$ cat config.mk
export PLATFORM = sky130hd
export DESIGN_NAME = ofdm_burst_sequencer
export DESIGN_NICKNAME = d
export VERILOG_FILES = /design/src/rtl/ofdm_seq_pkg.sv /design/src/rtl/axis_beat_counter.sv /design/src/rtl/ofdm_burst_sequencer.sv
export SDC_FILE = /design/constraint.sdc
export NUM_CORES = 1
export LEC_CHECK = 0
export BUFFER_PORTS_ARGS = -buffer_cell sky130_fd_sc_hd__buf_2
export CAP_MARGIN = 20
export CORE_ASPECT_RATIO = 2
export CORE_UTILIZATION = 48
export DETAILED_ROUTE_END_ITERATION = 16
export HOLD_SLACK_MARGIN = 0.12
export PLACE_DENSITY = 0.85
export SLEW_MARGIN = 10
export SYNTH_ARGS = -nofsm -noshare
export SYNTH_HDL_FRONTEND = slang
export SYNTH_SLANG_ARGS = --single-unit
$ cat constraint.sdc
create_clock -name aclk -period 3.7 [get_ports aclk]
set_input_delay 0.74 -clock aclk [delete_from_list [all_inputs] [get_ports aclk]]
set_output_delay 0.74 -clock aclk [all_outputs]
set_load 0.005 [all_outputs]
$ cat src/rtl/ofdm_seq_pkg.sv
// rtl/ofdm_seq_pkg.sv - shared types and sizing helpers for the OFDM burst sequencer
//
// Contents:
//   seq_state_e     burst sequencer FSM states
//   NFFT_DEFAULT    default FFT length in samples
//   CP_LEN_DEFAULT  default cyclic prefix length in samples
//   SYM_LEN         samples per OFDM symbol for the default geometry
//   cnt_width()     smallest counter width that can hold a full burst
package ofdm_seq_pkg;

  typedef enum logic [2:0] {
    ST_IDLE,
    ST_SETTLE,
    ST_TX,
    ST_WAIT,
    ST_RX,
    ST_DONE
  } seq_state_e;

  localparam int NFFT_DEFAULT   = 4096;
  localparam int CP_LEN_DEFAULT = 256;
  localparam int SYM_LEN        = NFFT_DEFAULT + CP_LEN_DEFAULT;

  // 2^w must strictly exceed the largest burst, hence the +1.
  function automatic int cnt_width(input int max_symbols, input int sym_len);
    return $clog2(max_symbols * sym_len + 1);
  endfunction

endpackage

$ cat src/rtl/axis_beat_counter.sv
// rtl/axis_beat_counter.sv - stream beat counter with last-beat compare
//
// Ports:
//   clk_i, rst_ni  clock, asynchronous active-low reset
//   clr_i          synchronous clear, wins over beat_i
//   beat_i         one accepted handshake this cycle
//   total_i        number of beats in the frame
//   last_o         high while the next accepted beat is beat total_i-1
module axis_beat_counter #(
  parameter int W = 17
) (
  input  logic         clk_i,
  input  logic         rst_ni,
  input  logic         clr_i,
  input  logic         beat_i,
  input  logic [W-1:0] total_i,
  output logic         last_o
);

  logic [W-1:0] count_q, count_d;

  always_comb begin
    count_d = count_q;
    if (clr_i) begin
      count_d = '0;
    end else if (beat_i) begin
      count_d = count_q + 1'b1;
    end
  end

  always_ff @(posedge clk_i or negedge rst_ni) begin
    if (!rst_ni) begin
      count_q <= '0;
    end else begin
      count_q <= count_d;
    end
  end

  assign last_o = (count_q == total_i - 1'b1);

endmodule

$ cat src/rtl/ofdm_burst_sequencer.sv
// rtl/ofdm_burst_sequencer.sv - frame-level TX/RX burst controller for the DUC/DDC chain
//
// Ports:
//   aclk, aresetn                 clock, asynchronous active-low reset
//   start, abort                  one-cycle commands (abort wins)
//   cfg_*                         run configuration sampled on an accepted start
//   Fc_scaled .. i_shift_reg      latched static config to the datapath
//   src_* -> duc_*                IFFT samples passed to the DUC during TX, tlast generated here
//   ddc_* -> rx_*                 DDC samples passed to the host during RX, tlast generated here
//   busy, done, err               status: not idle, completion pulse, sticky cfg error
module ofdm_burst_sequencer
  import ofdm_seq_pkg::*;
#(
  parameter int NFFT          = NFFT_DEFAULT,
  parameter int CP_LEN        = CP_LEN_DEFAULT,
  parameter int MAX_SYMBOLS   = 16,
  parameter int SETTLE_CYCLES = 64,
  parameter int CNT_W         = cnt_width(MAX_SYMBOLS, NFFT + CP_LEN)
) (
  input  logic        aclk,
  input  logic        aresetn,
  input  logic        start,
  input  logic        abort,
  input  logic [7:0]  cfg_num_symbols,
  input  logic [31:0] cfg_fc_scaled,
  input  logic [15:0] cfg_ratio,
  input  logic [2:0]  cfg_shift,
  input  logic [15:0] cfg_rx_delay,
  output logic [31:0] Fc_scaled,
  output logic [15:0] Interp_ratio,
  output logic [15:0] decimate_ratio,
  output logic [2:0]  i_shift_reg,
  input  logic [31:0] src_tdata,
  input  logic        src_tvalid,
  output logic        src_tready,
  output logic [31:0] duc_tdata,
  output logic        duc_tvalid,
  input  logic        duc_tready,
  output logic        duc_tlast,
  output logic [3:0]  duc_tkeep,
  input  logic [31:0] ddc_tdata,
  input  logic        ddc_tvalid,
  output logic        ddc_tready,
  output logic [31:0] rx_tdata,
  output logic        rx_tvalid,
  input  logic        rx_tready,
  output logic        rx_tlast,
  output logic        busy,
  output logic        done,
  output logic        err
);

  localparam int              SET_W       = $clog2(SETTLE_CYCLES + 1);
  localparam logic [SET_W-1:0] SETTLE_LAST = SET_W'(SETTLE_CYCLES - 1);
  localparam logic [7:0]      MAX_SYM_L   = 8'(MAX_SYMBOLS);
  localparam logic [CNT_W-1:0] SYM_LEN_L  = CNT_W'(NFFT + CP_LEN);

  seq_state_e       state_q, state_d;
  logic [31:0]      fc_q;
  logic [15:0]      ratio_q;
  logic [2:0]       shift_q;
  logic [15:0]      rx_delay_q;
  logic [CNT_W-1:0] total_q;
  logic             err_q, err_d;
  logic [SET_W-1:0] settle_q, settle_d;
  logic [15:0]      wait_q, wait_d;
  logic             latch;

  logic cfg_legal;
  logic tx_beat, rx_beat, tx_last, rx_last;
  logic [15:0] wait_last;

  assign cfg_legal = (cfg_num_symbols != 8'd0) && (cfg_num_symbols <= MAX_SYM_L);
  assign tx_beat   = (state_q == ST_TX) && src_tvalid && duc_tready;
  assign rx_beat   = (state_q == ST_RX) && ddc_tvalid && rx_tready;
  // A programmed delay of 0 still spends one cycle in WAIT.
  assign wait_last = (rx_delay_q == 16'd0) ? 16'd0 : rx_delay_q - 16'd1;

  axis_beat_counter #(.W(CNT_W)) u_tx_cnt (
    .clk_i   (aclk),
    .rst_ni  (aresetn),
    .clr_i   ((state_q != ST_TX) || abort),
    .beat_i  (tx_beat),
    .total_i (total_q),
    .last_o  (tx_last)
  );

  axis_beat_counter #(.W(CNT_W)) u_rx_cnt (
    .clk_i   (aclk),
    .rst_ni  (aresetn),
    .clr_i   ((state_q != ST_RX) || abort),
    .beat_i  (rx_beat),
    .total_i (total_q),
    .last_o  (rx_last)
  );

  always_comb begin
    state_d  = state_q;
    err_d    = err_q;
    latch    = 1'b0;
    settle_d = '0;
    wait_d   = '0;
    if (abort) begin
      state_d = ST_IDLE;
    end else begin
      case (state_q)
        ST_IDLE: begin
          if (start) begin
            if (cfg_legal) begin
              latch   = 1'b1;
              err_d   = 1'b0;
              state_d = ST_SETTLE;
            end else begin
              err_d = 1'b1;
            end
          end
        end
        ST_SETTLE: begin
          settle_d = settle_q + 1'b1;
          if (settle_q == SETTLE_LAST) begin
            settle_d = '0;
            state_d  = ST_TX;
          end
        end
        ST_TX: begin
          if (tx_beat && tx_last) begin
            state_d = ST_WAIT;
          end
        end
        ST_WAIT: begin
          wait_d = wait_q + 16'd1;
          if (wait_q == wait_last) begin
            wait_d  = '0;
            state_d = ST_RX;
          end
        end
        ST_RX: begin
          if (rx_beat && rx_last) begin
            state_d = ST_DONE;
          end
        end
        ST_DONE: begin
          state_d = ST_IDLE;
        end
        default: begin
          state_d = ST_IDLE;
        end
      endcase
    end
  end

  always_ff @(posedge aclk or negedge aresetn) begin
    if (!aresetn) begin
      state_q    <= ST_IDLE;
      err_q      <= 1'b0;
      settle_q   <= '0;
      wait_q     <= '0;
      fc_q       <= '0;
      ratio_q    <= '0;
      shift_q    <= 3'd2;
      rx_delay_q <= '0;
      total_q    <= '0;
    end else begin
      state_q  <= state_d;
      err_q    <= err_d;
      settle_q <= settle_d;
      wait_q   <= wait_d;
      if (latch) begin
        fc_q       <= cfg_fc_scaled;
        ratio_q    <= cfg_ratio;
        shift_q    <= cfg_shift;
        rx_delay_q <= cfg_rx_delay;
        total_q    <= CNT_W'(cfg_num_symbols) * SYM_LEN_L;
      end
    end
  end

  // Stream muxing: DDC is drained (tready=1) in every state except RX so
  // the chain never stalls; outside TX/RX all stream outputs sit at zero.
  always_comb begin
    src_tready = 1'b0;
    duc_tvalid = 1'b0;
    duc_tdata  = '0;
    duc_tkeep  = '0;
    duc_tlast  = 1'b0;
    ddc_tready = 1'b1;
    rx_tvalid  = 1'b0;
    rx_tdata   = '0;
    rx_tlast   = 1'b0;
    case (state_q)
      ST_TX: begin
        src_tready = duc_tready;
        duc_tvalid = src_tvalid;
        duc_tdata  = src_tdata;
        duc_tkeep  = 4'hF;
        duc_tlast  = tx_last;
      end
      ST_RX: begin
        ddc_tready = rx_tready;
        rx_tvalid  = ddc_tvalid;
        rx_tdata   = ddc_tdata;
        rx_tlast   = rx_last;
      end
      default: begin
      end
    endcase
  end

  assign Fc_scaled      = fc_q;
  assign Interp_ratio   = ratio_q;
  assign decimate_ratio = ratio_q;
  assign i_shift_reg    = shift_q;
  assign busy           = (state_q != ST_IDLE);
  assign done           = (state_q == ST_DONE);
  assign err            = err_q;

endmodule

# Word level (Yosys, flattened, before mapping)
# Index checks and enable logic that the tools add are counted.
word_totals:
  reg_bits: 137
  inputBits: 147
  output_inout_bits: 144
  word_cells: 87
op_classes:
  addsub: 6
  mul: 1
  order_cmp: 1
  eq_ne: 17
  mux: 33
  bitwise_logic: 1
  n_reduce_logical: 17
ops:
  columns: ["operator", "n"]
  rows:
  - ["2-to-1 mux 17 bit", 4]
  - ["2-to-1 mux 16 bit", 4]
  - ["2-to-1 mux 32 bit", 2]
  - ["adder 17 x 1 -> 17 bit, second input constant", 2]
  - ["== test 17 bit", 2]
  - ["2-to-1 mux 3 bit", 7]
  - ["2-to-1 mux 7 bit", 3]
  - ["subtractor 17 x 1 -> 17 bit, second input constant", 1]
  - ["adder 16 x 1 -> 16 bit, second input constant", 1]
  - ["== test 16 bit", 1]
  - ["logical NOT 16 bit", 1]
  - ["subtractor 16 x 1 -> 16 bit, second input constant", 1]
  - ["!= test 3 bit, second input constant", 5]
  - ["case mux 3 bit (5 select lines)", 1]
  - ["2-to-1 mux 1 bit", 11]
  - ["multiplier 8 x 5 -> 9 bit, second input constant", 1]
  - ["!= test 3 x 2 -> 1 bit, second input constant", 3]
  - ["<= comparator 8 x 5 -> 1 bit, second input constant", 1]
  - ["nonzero test 8 bit", 1]
  - ["adder 7 x 1 -> 7 bit, second input constant", 1]
  - ["== test 7 x 6 -> 1 bit, second input constant", 1]
  - ["logical AND 1 bit", 7]
  - ["== test 3 x 2 -> 1 bit, second input constant", 2]
  - ["== test 3 bit, second input constant", 2]
  - ["9 further kinds", 11]

# Depth between registers and ports, before layout
# Gate-level depths: netlist of the first run.
depth:
  ltp_word: 7
  mapped_depth: 12
  depth_no_buf: 10

# Cells and area by module
# Synthesis of the first run repeated with hierarchy kept, for this count alone.
unflattened:
  hier_cells: 889
  hier_area_um2: 8707.1
by_module_without_submodules:
  columns: ["module", "instances", "cells_each", "area_each_um2", "seq_area_each_um2"]
  rows:
  - ["ofdm_burst_sequencer", 1, 558, 5831.8, 2578.7]
  - ["axis_beat_counter (u_tx_cnt)", 1, 175, 1519.0, 425.4]
  - ["axis_beat_counter (u_rx_cnt)", 1, 156, 1356.3, 425.4]

# Worst setup path after synthesis of the first run
# No wires, ideal clock.
synth_path:
  path_kind: "register to output"
  from: "register total_q[8]"
  to: "output port duc_tlast"
  arrival_ns: 2.419
  t_required_ns: 2.960
  path_slack_ns: 0.541
  path_stages_with_launch: 11
  n_path_buf: 1
  path_cell_list: "dfrtp_1 > clkbuf_1 > inv_1 > ha_1 > nor3b_1 > nand3_1 > xor2_1 > xnor2_1 > or3_1 > nor2_1 > and2_1"
synth_between:
  elab_chain_len: 3
synth_rtl:
  columns: ["item", "line_no", "rtl"]
  rows:
  - ["from (decl)", "ofdm_burst_sequencer.sv:63", "logic [CNT_W-1:0] total_q;"]
  - ["from (signal assigned)", "ofdm_burst_sequencer.sv:173", "total_q <= CNT_W'(cfg_num_symbols) * SYM_LEN_L;"]
  - ["subtractor 17 x 1 -> 17 bit", "axis_beat_counter.sv:39", "assign last_o = (count_q == total_i - 1'b1);"]
  - ["== test 17 bit", "axis_beat_counter.sv:39", null]
  - ["2-to-1 mux 1 bit", "ofdm_burst_sequencer.sv:190", "case (state_q)"]
  - ["to (decl)", "ofdm_burst_sequencer.sv:39", "output logic duc_tlast,"]
# No other way between the ends.

# Worst setup path in the final report of the first run
# Same ends and word-level chain as after synthesis.

==> flow_summary.toml, run 1 <==
[status]
outcome = "completed"

[synthesis]
synth_top_family_by_area = "simple AND/OR/NAND/NOR gates"
synth_edf_count = 0
synth_seq_cells = 137
synth_area_um2 = 7870
synthArstFlopShare_pct = 100
ys_types = 60
synth_nets = 959
ys_seq_area_share_pct = 43.6
synth.avg_cell_area_um2 = 9.87
synth_compound_area_share_pct = 5.77
synth_area_leaders = "dfrtp_1 (43%), mux2_2 (11%), xnor2_1 (4.7%)"
synth_fa_ha_area_share_pct = 2.45
synth_ff_type = "dfrtp_1"
ys_warn_count = 0
synthMuxAreaShare_pct = 11.3
postSynthCellCount = 798
synth_top_area_share_pct = 43.2
synth-simple-area-share_pct = 23.0
synth-xor-area-share_pct = 9.01
synth.largest_area_cell = "dfrtp_1"

[clock_network]
clkLatencyLatePin_ps = 420
ctsHoldBuffers = 0
clk_pin_slew_ps = 60
cts_tree = "built"
numCtsBuffers = 17
clock-sinks = 137
cts-htree-levels = 4
clockBufferDepth = 2
cts-root-buf = "clkbuf_16"

[power_and_ir_drop]
power_density_nw_per_um2 = 592
pwr-share-seq_pct = 35.5
p_sw_share_pct = 33.8
leakage_nw = 5.09
ir_worst_vdd_uv = 446
p_comb_share_pct = 35.0
p_int_mw = 3.92
finalPower_mw = 5.93
p_clk_share_pct = 29.5
power_switching_mw = 2.00

[sta]
setup_violations = 0
slew-limit-headroom_pct = 46.1
finClkSkew_ps = 11.2
hold-worst-slack_ps = 347
rsz0062_at_grt = "false"
worst_slack_ps = 144
fin_crit_sh_pct = 96.1
fin_crit_ps = 3560
fin_setup_tns_ps = 0
fmax_mhz = 281
worst_slew_pin_slew_ps = 808
slew_viol_final = 0
hold_violations = 0

[layout]
final-seq-area_um2 = 3430
mostFrequentLayoutCell = "buf_2"
layout_common_cells = "buf_2 (289), dfrtp_1 (136), mux2_2 (74)"
syn_to_final_growth_pct = 27.2
largest_reg_flops = 32
drive_gt1_share_pct = 40.1
fill_cells = 1387
multiInputGateArea_um2 = 4090
nNetsFinal = 1214
fin_util_pct = 62.8

[global_routing]
grt_max_degree = 86
overflow = 0
grt_pass1_vias = 7015
antenna_found_initial = 1
grt_pass1_wl_mm = 31.8
grt_use_total_pct = 23.9

[critical_path]
worstSetupEndpointType = "primary output"
critical_path_class = "reg -> out"
path_max_fanout = 7
crit_chain = "or4_1 -> or3_1 -> nor2_2 -> xnor2_1 -> or3_1 -> nor2_2 -> and2_1 -> buf_2"
path_delay_family = "simple AND/OR/NAND/NOR gates"
arrival_ps = 2820
cp.required_ps = 2960
cp.buffers_inverters = 1
slowest_delay_ps = 570
start_kind = "register"
cpMaxStageDelayCell = "or4_1"

[floorplanning]
initial_core_util_pct = 49.4
die_x_um = 92.6
core_um2 = 15900
rows = 65
ios = 291
die_area_um2 = 17000
die_height_um = 183

[place]
dp_hpwl_mm = 15.5
place_congestion = 0.999
pre_cts_slack_ps = 465
io_buffers = 290

[drt]
vias = 7014
drt_wl_total_mm = 20.1
drt-initial-drc-count = 240
remaining_drc_errors = 0
vias_per_cell = 5.53
firstDrtPassIters = 4
post_drt_wl_per_cell_um = 15.8
drtAntennaViolNets = 0

[flow_run]
drv_cap = 0

[min_path]
holdCritPathClass = "in -> async"
synthesized netlist by cell type (19+ instances only):
cell type  instances
dfrtp_1          136
mux2_2            74
nor2_1            57
and3_1            46
clkbuf_1          42
xnor2_1           42
nand2_1           39
xor2_1            39
and2_1            38
nand3_1           36
nor3_1            33
a21oi_1           24
o21ai_0           22
buf_4             19
final cells by class:
cell class	count	area share (%)
clock inverters	10	1.41
well taps	201	2.51
clock buffers	22	4.63
flip-flops and latches	137	34.2
inverters	13	0.487
repair buffers	304	15.9
multi-input cells	580	40.8
diodes	1	0.0250
metal layers:
layer	vias to the layer above	wire length (um)	GRT usage, %
met4	0	1020	15.7
met1	3352	6860	22.5
met5	-	0	0
met3	80	1110	4.10
li1	3284	-	-
met2	298	11100	45.9
final timing paths:
kind	depth (start not counted)	slack, ps	endpoint	start
setup / recovery	8	140	duc_tlast	total_q[8]
hold / removal	1	350	Fc_scaled[24]	aresetn
setup reg to reg	9	430	wait_q[3]	rx_delay_q[3]
hold reg to reg	1	470	settle_q[0]	settle_q[0]
max in group asynchronous	2	2500	i_shift_reg[1]	aresetn
min in group aclk	1	470	settle_q[0]	settle_q[0]
stage by stage:
stage                     instances  area (um^2)
after global routing           1268        10000
after CTS                      1267        10000
after floorplan                 798         7870
final                          1268        10000
after global placement         1235         9390
after detailed placement       1235         9390
power groups by stage:
stage	logic, mW	registers (mW)	clock network [mW]
2_1_floorplan	1.50	2.00	0
3_3_place_gp	2.00	2.10	0
3_5_place_dp	2.05	2.12	0
4_1_cts	2.06	2.10	1.78
5_1_grt	2.26	2.15	1.83
6_report	2.07	2.11	1.75
worst register-to-register path, stage by stage, from the launching register on:
cell	delay, ps
dfrtp_1	500
or4_1	730
or4_4	540
and2_4	180
o21ai_1	160
o221a_2	210
nand4_2	150
nor4b_4	310
buf_4	260
nor3_1	80
what timing repair did:
| item | in CTS | in global routing |
|---|---|---|
| endpoints found under the setup margin | 0 | 2 |
| buffers inserted | 0 | 0 |
| gates resized for setup | 0 | 4 |
kinds of logic after synthesis:
kind of cell,count (synthesis)
xor gates and xnor gates,81
AOI/OAI and AO/OA,75
and+or+nand+nor,329
buffers and inverters,81
DFF,137
adders and majority gates,15
muxes,80
Note: power is estimated with default switching activity, not from simulation.
==> run 2: changes to the inputs <==
ABC_AREA = 1   (was not set)
==> run 2 against run 1 <==
Compared with the run above: clock power decreased by 9.7%; synthesized cell count increased by 44%; critical endpoint is now rx_tlast; power shrank 4.7%; core utilization fell by 1.0 points; largest cell class unchanged; die area up 2.6%; clock skew fell by 0.99 ps; critical path depth grew 3; final area increased by 0.90%; register-to-register slack improved by 630 ps; combinational power decreased by 7%.
==> flow_summary.toml, run 2 <==
[min_path]
holdCritPathClass = "in -> async"

[sta]
worst_slack_ps = 326
hold_violations = 0
fin_crit_ps = 3370
slew-limit-headroom_pct = 40.1
rsz0062_at_grt = "false"
worst_slew_pin_slew_ps = 898
finClkSkew_ps = 10.2
slew_viol_final = 0
fin_crit_sh_pct = 91.2
fin_setup_tns_ps = 0
setup_violations = 0
fmax_mhz = 296

[floorplanning]
die_x_um = 93.8
rows = 66
core_um2 = 16400
ios = 291
die_area_um2 = 17400
die_height_um = 186
initial_core_util_pct = 49.4

[drt]
vias_per_cell = 4.97
remaining_drc_errors = 0
vias = 8120
drtAntennaViolNets = 0
firstDrtPassIters = 5
drt_wl_total_mm = 23.6
drt-initial-drc-count = 376
post_drt_wl_per_cell_um = 14.4

[layout]
syn_to_final_growth_pct = 25.0
nNetsFinal = 1573
mostFrequentLayoutCell = "nand2_1"
drive_gt1_share_pct = 25.8
largest_reg_flops = 32
layout_common_cells = "nand2_1 (354), buf_2 (289), inv_1 (162)"

[critical_path]
slowest_delay_ps = 400
rr_endpoint = "state_q[1]"
r2r_start = "state_q[1]"
cp.required_ps = 2960
cpMaxStageDelayCell = "dfrtp_1"
worst-r2r-setup-slack_ps = 1060
crit_chain = "inv_2 -> ha_1 -> nand2_1 -> nor2_1 -> nand2_1 -> nand2_1 -> nor2_1 -> nor4_1 -> nand3b_1 -> nor2_1 -> buf_2"
start_kind = "register"
cp.buffers_inverters = 2
critical_path_class = "reg -> out"
worstSetupEndpointType = "primary output"
arrival_ps = 2630
path_max_fanout = 5
reg2reg_depth = 13
path_delay_family = "simple AND/OR/NAND/NOR gates"

[place]
place_congestion = 0.932
pre_cts_slack_ps = 788
io_buffers = 290
dp_hpwl_mm = 18.3

[synthesis]
synth_most_common_cell = "nand2_1"
synth_edf_count = 0
synth.avg_cell_area_um2 = 7.04
ys_warn_count = 0
synthArstFlopShare_pct = 100
synth_nets = 1309
synth_area_um2 = 8090
synth.largest_area_cell = "dfrtp_1"
postSynthCellCount = 1148
ys_seq_area_share_pct = 42.4
synth_seq_cells = 137
synth_area_leaders = "dfrtp_1 (42%), nand2_1 (16%), inv_1 (7.6%)"
synth_common_cells = "nand2_1 (354), inv_1 (163), nor2_1 (147)"
synth_top_area_share_pct = 42.1
ys_types = 42
synth_ff_type = "dfrtp_1"

[global_routing]
grt_max_degree = 97
antenna_found_initial = 6
grt_use_total_pct = 28.0
overflow = 0
grt_pass1_vias = 7868
grt_pass1_wl_mm = 37.4

[clock_network]
cts_resized = 0
cts_setup_buffers = 0
clockBufferDepth = 2
clock-sinks = 137
cts-htree-levels = 4
clk_pin_slew_ps = 60
cts_tree = "built"
ctsHoldBuffers = 0
cts-root-buf = "clkbuf_16"
numCtsBuffers = 17
clkLatencyLatePin_ps = 420

[flow_run]
drv_cap = 0

[power_and_ir_drop]
leakage_nw = 5.61
power_density_nw_per_um2 = 558
ir_worst_vdd_uv = 384
finalPower_mw = 5.64

[status]
outcome = "completed"
run 2: report_power, final:
group          internal, mW  total (mW)  switching (mW)
clock network         0.925        1.58           0.654
registers              1.85        2.14           0.294
logic                 0.754        1.92            1.17
run 2: per-layer routing:
metal / GRT usage, % / up-vias / part of all wire, %
met3: 5.43 / 78 / 4.8
li1: - / 4077 / -
met1: 27.2 / 3697 / 34
met4: 19.2 / 0 / 5.8
met5: 0 / - / 0
met2: 51.9 / 268 / 55
run 2: kinds of logic after synthesis:
logic type               Yosys count  share of synthesized area, %
buffers and inverters            216                          11.4
adder cells (fa/ha/maj)           14                          2.26
XOR/XNOR                          21                          2.27
flip-flops                       137                          42.4
AND/OR/NAND/NOR                  655                          34.7
AO/OA/AOI/OAI                    105                          6.89
run 2: how the worst max path moves through the flow:
stage / startpoint / endpoint / slack [ps] / cells past startpoint
floorplan: total_q[8] / rx_tlast / 1270 / 12
global placement: total_q[8] / rx_tlast / 800 / 11
detailed placement: total_q[8] / rx_tlast / 790 / 11
CTS: total_q[8] / rx_tlast / 340 / 11
global route: total_q[8] / rx_tlast / 130 / 13
finish: total_q[8] / rx_tlast / 330 / 11
run 2: layout make-up:
class	count	area [um^2]
inverters	167	627
clock inverters	11	103
clock buffers	21	440
fillers	1539	6240
repair buffers	294	1500
multi-input cells	795	3740
flip-flops and latches	137	3430
diodes	6	15.0
well taps	204	255
run 2: metrics by stage:
step / hold WS (ps) / area (um^2) / std cells / util, %
final: 308 / 10100 / 1635 / 61.8
after global routing: 356 / 10100 / 1635 / 61.8
after CTS: 336 / 10100 / 1629 / 61.7
after detailed placement: 452 / 9550 / 1597 / 58.4
after global placement: 449 / 9550 / 1597 / 58.4
after floorplan: 433 / 8090 / 1148 / -
